[config.mk]
export PLATFORM = sky130hd
export DESIGN_NAME = iter_addsub
export DESIGN_NICKNAME = d
export VERILOG_FILES = /design/src/rtl/iter_addsub.sv
export SDC_FILE = /design/constraint.sdc
export NUM_CORES = 1
export LEC_CHECK = 0
export ABC_AREA = 1
export BUFFER_PORTS_ARGS = -buffer_cell sky130_fd_sc_hd__buf_2
export CORE_MARGIN = 2
export CORE_UTILIZATION = 55
export DETAILED_ROUTE_END_ITERATION = 10
export GPL_TIMING_DRIVEN = 0
export PLACE_DENSITY = 0.82
export SETUP_SLACK_MARGIN = 0.4
export SLEW_MARGIN = 20
export SYNTH_ARGS = -nofsm -noshare
export SYNTH_HDL_FRONTEND = slang
export SYNTH_SLANG_ARGS = --single-unit
export TNS_END_PERCENT = 10
[constraint.sdc]
create_clock -name clk -period 11.7 [get_ports clk]
set_clock_uncertainty 0.1 [all_clocks]
set_input_delay 1.17 -clock clk [delete_from_list [all_inputs] [get_ports clk]]
set_output_delay 1.17 -clock clk [all_outputs]
set_load 0.005 [all_outputs]
[src/rtl/iter_addsub.sv]
// Multi-cycle add/subtract unit: ripples CHUNK bits per clock, LSB chunk first,
// carrying the carry/borrow between chunks in a flop. Valid/ready on both sides.
module iter_addsub #(
  parameter int WIDTH = 32,
  parameter int CHUNK = 8
) (
  input  logic             clk,
  input  logic             rst,
  input  logic             in_valid,
  output logic             in_ready,
  input  logic [WIDTH-1:0] a,
  input  logic [WIDTH-1:0] b,
  input  logic             op,
  input  logic             cb_in,
  output logic             out_valid,
  input  logic             out_ready,
  output logic [WIDTH-1:0] result,
  output logic             cb_out,
  output logic             zero,
  output logic             neg,
  output logic             ovf
);

  localparam int NCHUNK = WIDTH / CHUNK;
  localparam int IDX_W  = (NCHUNK > 1) ? $clog2(NCHUNK) : 1;
  localparam logic [WIDTH-1:0] CHUNK_MASK = {WIDTH{1'b1}} >> (WIDTH - CHUNK);
  localparam logic [IDX_W-1:0] LAST_IDX   = IDX_W'(NCHUNK - 1);

  if (WIDTH < 2 || CHUNK < 1 || CHUNK > WIDTH || (WIDTH % CHUNK) != 0) begin : g_bad_params
    $error("iter_addsub: need WIDTH >= 2, 1 <= CHUNK <= WIDTH, WIDTH %% CHUNK == 0");
  end

  typedef enum logic [1:0] {
    IDLE = 2'd0,
    BUSY = 2'd1,
    DONE = 2'd2
  } state_t;

  state_t           state_q;
  logic [WIDTH-1:0] a_q, b_q;
  logic             op_q;
  logic             carry_q;
  logic [IDX_W-1:0] idx_q;
  logic [WIDTH-1:0] result_q;
  logic             cb_out_q, zero_q, neg_q, ovf_q;
  logic             in_ready_q, out_valid_q;

  // Chunk datapath: select the current slice, ripple through it, merge it back.
  int unsigned      base;
  logic [WIDTH-1:0] a_shift, b_shift;
  logic [CHUNK-1:0] a_chunk, b_chunk, sum_chunk;
  logic             ripple;
  logic             carry_d;
  logic [WIDTH-1:0] result_d;
  logic             zero_d, neg_d, ovf_d;

  always_comb begin
    // NOTE: every variable gets a default before any conditional or loop
    // assignment, so no path through this block can infer a latch.
    base      = int'(idx_q) * CHUNK;
    a_shift   = a_q >> base;
    b_shift   = b_q >> base;
    a_chunk   = a_shift[CHUNK-1:0];
    b_chunk   = b_shift[CHUNK-1:0];
    sum_chunk = '0;
    // NOTE: blocking assignments here on purpose -- ripple must carry each
    // bit's result into the next loop iteration within the same evaluation.
    ripple    = carry_q;
    for (int i = 0; i < CHUNK; i++) begin
      sum_chunk[i] = a_chunk[i] ^ b_chunk[i] ^ ripple;
      if (op_q) begin
        ripple = (a_chunk[i] & b_chunk[i]) | (ripple & (a_chunk[i] ^ b_chunk[i]));
      end else begin
        ripple = (~a_chunk[i] & b_chunk[i]) | (~(a_chunk[i] ^ b_chunk[i]) & ripple);
      end
    end
    carry_d  = ripple;
    result_d = (result_q & ~(CHUNK_MASK << base)) | (WIDTH'(sum_chunk) << base);

    // Flags only matter on the last chunk, when result_d is the full answer.
    zero_d = (result_d == '0);
    neg_d  = result_d[WIDTH-1];
    if (op_q) begin
      ovf_d = (a_q[WIDTH-1] == b_q[WIDTH-1]) && (result_d[WIDTH-1] != a_q[WIDTH-1]);
    end else begin
      ovf_d = (a_q[WIDTH-1] != b_q[WIDTH-1]) && (result_d[WIDTH-1] != a_q[WIDTH-1]);
    end
  end

  // NOTE: state is updated only with non-blocking assignments, so every flop
  // samples the pre-edge value of every other flop regardless of ordering.
  always_ff @(posedge clk or posedge rst) begin
    if (rst) begin
      state_q     <= IDLE;
      a_q         <= '0;
      b_q         <= '0;
      op_q        <= 1'b0;
      carry_q     <= 1'b0;
      idx_q       <= '0;
      result_q    <= '0;
      cb_out_q    <= 1'b0;
      zero_q      <= 1'b0;
      neg_q       <= 1'b0;
      ovf_q       <= 1'b0;
      in_ready_q  <= 1'b1;
      out_valid_q <= 1'b0;
    end else begin
      case (state_q)
        IDLE: begin
          if (in_valid && in_ready_q) begin
            a_q        <= a;
            b_q        <= b;
            op_q       <= op;
            carry_q    <= cb_in;
            idx_q      <= '0;
            in_ready_q <= 1'b0;
            state_q    <= BUSY;
          end
        end
        BUSY: begin
          result_q <= result_d;
          carry_q  <= carry_d;
          idx_q    <= idx_q + IDX_W'(1);
          if (idx_q == LAST_IDX) begin
            idx_q       <= '0;
            cb_out_q    <= carry_d;
            zero_q      <= zero_d;
            neg_q       <= neg_d;
            ovf_q       <= ovf_d;
            out_valid_q <= 1'b1;
            state_q     <= DONE;
          end
        end
        DONE: begin
          // Result and flags stay put under backpressure; no new op until IDLE.
          if (out_ready) begin
            out_valid_q <= 1'b0;
            in_ready_q  <= 1'b1;
            state_q     <= IDLE;
          end
        end
        default: begin
          out_valid_q <= 1'b0;
          in_ready_q  <= 1'b1;
          state_q     <= IDLE;
        end
      endcase
    end
  end

  assign in_ready  = in_ready_q;
  assign out_valid = out_valid_q;
  assign result    = result_q;
  assign cb_out    = cb_out_q;
  assign zero      = zero_q;
  assign neg       = neg_q;
  assign ovf       = ovf_q;

endmodule

# [After elaboration in Yosys (flattened, before gate mapping)]
# Cells that the tools add are included.
[word_totals] ramBits=0 reg_bits=108 latchBits=0 rom_bits=0 memories=0 elab_cells=148
[op_classes] addsub=1 div=0 eq_ne=9 n_reduce_logical=12 shift=4 n_mux=24 n_lt_le_gt_ge=0 bitwise_logic=85 n_mul=0
[ops] cell="32-bit by 5-bit >> shifter with 8-bit output" count=2
[ops] cell="1-bit AND" count=32
[ops] cell="32-bit AND" count=1
[ops] cell="32-bit zero test" count=1
[ops] cell="32-bit inverter" count=1
[ops] cell="32-bit OR" count=1
[ops] cell="8-bit by 5-bit << shifter with 32-bit output" count=1
[ops] cell="8-bit by 5-bit << shifter with 32-bit output, first input constant" count=1
[ops] cell="1-bit inverter" count=18
[ops] cell="1-bit OR" count=16
[ops] cell="1-bit bitwise XOR" count=16
[ops] cell="1-bit 2-to-1 mux" count=14
[ops] cell="2-bit 2-to-1 mux" count=5
[ops] cell="3-bit AND reduction" count=3
[ops] cell="2-bit != test, second input constant" count=3
[ops] cell="1-bit case mux with 3 select lines" count=2
[ops] cell="2-bit case mux with 3 select lines" count=1
[ops] cell="2-bit AND reduction" count=3
[ops] cell="2-bit equality test, second input constant" count=2
[ops] cell="2-bit case mux with 2 select lines" count=1
[ops] cell="1-bit logical AND" count=3
[ops] cell="2-bit by 1-bit adder with 2-bit output, second input constant" count=1
[ops] cell="2-bit by 1-bit equality test with 1-bit output, second input constant" count=1
[ops] cell="2-bit zero test" count=1
[ops] cell="4 further kinds" count=5

# [Depth between registers and ports, before layout]
[depth] word_depth=30 ltp_mapped=32

# [Least setup slack after synthesis]
# No wires, ideal clock.
[synth_timing] kind="reg2reg" startpoint="register idx_q[0]" endpoint="register zero_q, in the netlist zero" period_less_slack_ns=6.500 t_required_ns=11.484 stages_incl_launch_ff=32 slack_ns=5.200 path_buffers=3 setup_ns=0.116 arrival_time_ns=6.284 cell_sequence="dfrtp_1 -> buf_4 -> inv_2 -> buf_6 -> buf_2 -> nor2_1 -> o22ai_1 -> fa_1 -> mux2i_1 -> fa_1 -> mux2_2 -> fa_1 -> mux2_2 -> fa_1 -> mux2_2 -> fa_1 -> mux2_2 -> fa_1 -> mux2_2 -> fa_1 -> mux2i_1 -> fa_1 -> inv_1 -> nand3_1 -> nand2_1 -> inv_1 -> nand2_1 -> nor2_1 -> nand2_1 -> nor2_1 -> nand2_1 -> nand2_1"
[synth_between] elab_chain_cells=28 word_cells_on_any_way=89 classes_between="1 x eq/ne; 4 x shift; 7 x mux; 75 x bitwise; 2 x reduce/logical"
[synth_rtl] element="start: declaration" line="43" rtl="logic [IDX_W-1:0] idx_q;"
[synth_rtl] element="start signal: assignment" line="123" rtl="idx_q <= idx_q + IDX_W'(1);"
[synth_rtl] element="32-bit by 5-bit >> shifter with 8-bit output, on equally long branches" line="61, 62"
[synth_rtl] element="1-bit bitwise XOR" line="70, 72, 74"
[synth_rtl] element="1-bit inverter" line="74" rtl="ripple = (~a_chunk[i] & b_chunk[i]) | (~(a_chunk[i] ^ b_chunk[i]) & ripple);"
[synth_rtl] element="1-bit AND" line="74"
[synth_rtl] element="1-bit OR" line="74"
[synth_rtl] element="1-bit 2-to-1 mux" line="71" rtl="if (op_q) begin"
[synth_rtl] element="1-bit AND, on equally long branches" line="74, 72"
[synth_rtl] element="1-bit OR, on equally long branches" line="74, 72"
[synth_rtl] element="[12 not listed]"
[synth_rtl] element="1-bit 2-to-1 mux" line="71"
[synth_rtl] element="1-bit AND, on equally long branches" line="74, 72"
[synth_rtl] element="1-bit OR, on equally long branches" line="74, 72"
[synth_rtl] element="1-bit 2-to-1 mux" line="71"
[synth_rtl] element="1-bit bitwise XOR" line="70" rtl="sum_chunk[i] = a_chunk[i] ^ b_chunk[i] ^ ripple;"
[synth_rtl] element="8-bit by 5-bit << shifter with 32-bit output" line="78" rtl="result_d = (result_q & ~(CHUNK_MASK << base)) | (WIDTH'(sum_chunk) << base);"
[synth_rtl] element="32-bit OR" line="78"
[synth_rtl] element="32-bit zero test" line="81" rtl="zero_d = (result_d == '0);"
[synth_rtl] element="end signal: assignment" line="127" rtl="zero_q <= zero_d;"
[synth_rtl] element="end: declaration" line="45" rtl="logic cb_out_q, zero_q, neg_q, ovf_q;"
# Parallel ways exist; a longest one is shown, timed or not.
# A chain may end at the register's enable or synchronous reset.

# [Worst setup path after layout]
# Ends and elaborated chain as after synthesis.

==> Implementation_results.wiki <==
{| class="wikitable"
! Metric !! Value
|-
| Outcome || completed
|-
| Leak || 3.56 nW
|-
| Element type at the critical path start || register
|-
| Number of max-cap violations || 0
|-
| Total overflow reported by the global router || 0
|-
| Total vias in the final route || 5,170
|-
| Root cell of the clock tree || sky130_fd_sc_hd__clkbuf_8
|-
| Critical register-to-register path startpoint || idx_q[0]$_DFFE_PP0P_
|-
| Top cells by area in the synthesized netlist || sky130_fd_sc_hd__dfrtp_1, sky130_fd_sc_hd__nand2_1, sky130_fd_sc_hd__fa_1
|-
| Number of antenna diodes || 0
|-
| Count of distinct cell types in the synthesized netlist || 29
|-
| Combined area of all synthesized cells || 0.00566 mm2
|-
| Number of filler cells placed in the layout || 921
|-
| Synth warn || 0
|-
| Largest voltage drop on the vdd net || 138 uV
|-
| Antenna violations before repair || 0
|-
| Mapped Avg Cell Area || 7.85 um2
|-
| Syn nets || 811
|-
| Layout cells sized above 1 || 19.9%
|-
| Register cell area after layout || 0.00270 mm2
|-
| Area inside the core boundary || 0.0101 mm2
|-
| Area share of the largest cell type after synthesis || 47.3%
|-
| Maximum clock frequency || 134 MHz
|-
| Post-detail-place hpwl || 11,000 um
|-
| DIE HEIGHT || 105 um
|-
| Endpoint arrival time on the critical path || 7.67 ns
|-
| Detailed-route wire length per cell || 14.8 um
|-
| Number of global-route vias before repair || 5,131
|-
| Pin count of the biggest net entering global routing || 56
|-
| Slowest cell on the critical path || sky130_fd_sc_hd__fa_1
|-
| Number of post-CTS setup repair buffers || 0
|-
| H-tree depth || 3
|-
| Critical path data required time || 11.89 ns
|-
| Number of DRC markers after the initial detailed-route iteration || 386
|-
| Most numerous cell types in the synthesized netlist || sky130_fd_sc_hd__nand2_1, sky130_fd_sc_hd__dfrtp_1, sky130_fd_sc_hd__inv_1
|-
| Clock Tree Buf Depth || 2
|-
| Overall die width || 105 um
|-
| DRC violations left || 0
|-
| Number of clock sinks seen by CTS || 108
|-
| Proportion of register bits with asynchronous set or reset after synthesis || 100%
|-
| Wire length of the first global-routing pass || 24,200 um
|-
| Synthesis-to-layout area growth || 16.5%
|-
| Via/cell ratio || 5.27
|-
| Setup repair after global routing missed its margin || false
|-
| Fin. Hold Viols || 0
|-
| Clock latency reported for the late side of the worst-skew pair || 0.38 ns
|-
| Power density over cell area || 337 mW/mm2
|-
| Final Critical Period || 7.48 ns
|-
| TNS Setup || 0 ns
|-
| Total of flip-flops plus latches after synthesis || 108
|-
| Antenna-violating nets left || 0
|-
| Routed Wire Length || 14,500 um
|-
| Cell area after placement || 0.00640 mm2
|-
| Gate count after technology mapping || 721
|-
| I/O Pins || 108
|-
| Main synth FF type || sky130_fd_sc_hd__dfrtp_1
|-
| Overall Global Routing Usage || 27.6%
|-
| Yosys top cell by area || sky130_fd_sc_hd__dfrtp_1
|-
| CTS-repair resized insts || 0
|-
| Critical-path maximum fanout || 10
|-
| Area of the die || 0.0111 mm2
|-
| TritonCTS Buffers || 9
|-
| CTS hold repair buffers || 0
|-
| Path type of the worst setup path || reg -> reg
|-
| Worst hold path class || reg -> reg
|-
| Placed cells || 965
|-
| Worst hold-check slack || 0.387 ns
|-
| Number of synthesized flops with an enable pin || 0
|-
| Fin. max-slew vios || 0
|-
| Final estimated routing congestion in global placement || 0.891
|-
| Worst Hold Launch || in_ready$_DFFE_PP1P_
|-
| Crit path launch || idx_q[0]$_DFFE_PP0P_
|-
| Buffers added on ports || 107
|-
| CTS clock-pin slew for the worst setup and hold paths || 0.11 ns
|-
| Most common cell type on the critical path || sky130_fd_sc_hd__fa_1
|-
| Final Core Density || 65.1%
|-
| Kind of end point of the critical path || register
|-
| Starting density of the core || 55.8%
|-
| Slew margin rel. || 61.4%
|-
| Layout Cell Area excl Fill || 0.00660 mm2
|-
| Share of synthesized area occupied by flip-flops and latches || 47.8%
|-
| Post-route non-filler standard cell count || 981
|-
| Length of the first detailed-routing pass in iterations || 5
|-
| Final Cycle Share || 63.9%
|-
| CTS tree || built
|-
| Worst-Margin Slew || 0.578 ns
|-
| Most frequently used cell type in the post-synthesis netlist || sky130_fd_sc_hd__nand2_1
|-
| Final #Nets || 930
|-
| Setup-violating endpoint count in the final report || 0
|-
| Multi-input gate area in the final layout || 0.00248 mm2
|-
| Largest stage delay on the critical path || 0.51 ns
|-
| Floorplan row count || 37
|}
-- worst max-delay path, delay by kind of cell (launching register included) --
family	cells	cell delay [ns]
DFF	1	0.39
muxes	7	1.94
adders and majority gates	8	2.99
buffers and inverters	5	0.87
AOI/OAI and AO/OA	1	0.30
and+or+nand+nor	9	0.79
-- placed cells by master, fill, tap and decap left out, types with 8 or more instances in the layout --
cell type,netlist,routed
sky130_fd_sc_hd__buf_2,19,126
sky130_fd_sc_hd__fa_1,16,16
sky130_fd_sc_hd__inv_1,61,60
sky130_fd_sc_hd__clkbuf_8,0,12
sky130_fd_sc_hd__o21ai_0,52,52
sky130_fd_sc_hd__nor2_1,54,54
sky130_fd_sc_hd__nand2_1,301,301
sky130_fd_sc_hd__a21oi_1,25,25
sky130_fd_sc_hd__nand3_1,23,23
sky130_fd_sc_hd__a32oi_1,8,8
sky130_fd_sc_hd__dfrtp_1,107,107
sky130_fd_sc_hd__clkbuf_1,11,11
-- cells by family (layout without fill, tap and decap cells) --
family          count (synthesis)  count (layout)  synth area share, %
simple gates                  382             382                 26.1
flops                         108             108                 47.8
buf+inv                       104             228                 8.36
compound gates                 98              98                 9.55
fa+ha+maj                      20              20                 6.54
mux                             8               8                 1.55
xor+xnor                        1               1                0.155
-- stage by stage --
stage	worst slack, ns	power [mW]
after floorplan	5.20	1.57
after global placement	4.49	1.92
after detailed placement	4.31	1.98
after CTS	4.29	2.21
after global routing	3.87	2.43
final	4.22	2.22
-- report_power, final --
part	switching, mW	internal [mW]	total (mW)
logic	0.865	0.486	1.35
clock network	0.132	0.0958	0.227
registers	0.102	0.542	0.644
-- final cells by class --
cell class,count,area share [%]
multi-input cells,509,37.7
clock inverters,4,0.474
well taps,136,2.58
plain buffers,40,3.49
repair buffers,108,8.54
inverters,64,3.76
flip-flops and latches,108,41.0
clock buffers,12,2.50
-- state kept, by name, indices dropped and copies added (netlist names), 2 cells and up --
register / count
a_q: 32
state_q: 2
result: 32
b_q: 32
idx_q: 2
-- worst paths after layout --
| path | end | slack (ns) | cells after the start |
|---|---|---|---|
| min | in_ready$_DFFE_PP1P_ | 0.39 | 2 |
| max reg2reg | zero$_DFFE_PP0P_ | 4.22 | 30 |
| max | zero$_DFFE_PP0P_ | 4.22 | 30 |
| max in group asynchronous | in_ready$_DFFE_PP1P_ | 10.10 | 3 |
| min reg2reg | in_ready$_DFFE_PP1P_ | 0.39 | 2 |
| min in group asynchronous | zero$_DFFE_PP0P_ | 0.71 | 2 |
-- layer usage --
layer | wire length, um | vias to the layer above | GRT usage [%] | share of wire, %
met4 | 325 | 0 | 9.90 | 2.2
met1 | 6070 | 2449 | 35.5 | 42
li1 | - | 2473 | - | -
met2 | 7120 | 214 | 46.5 | 49
met5 | 0 | - | 0 | 0
met3 | 971 | 34 | 5.19 | 6.7
Note: power is estimated with default switching activity, not from simulation.
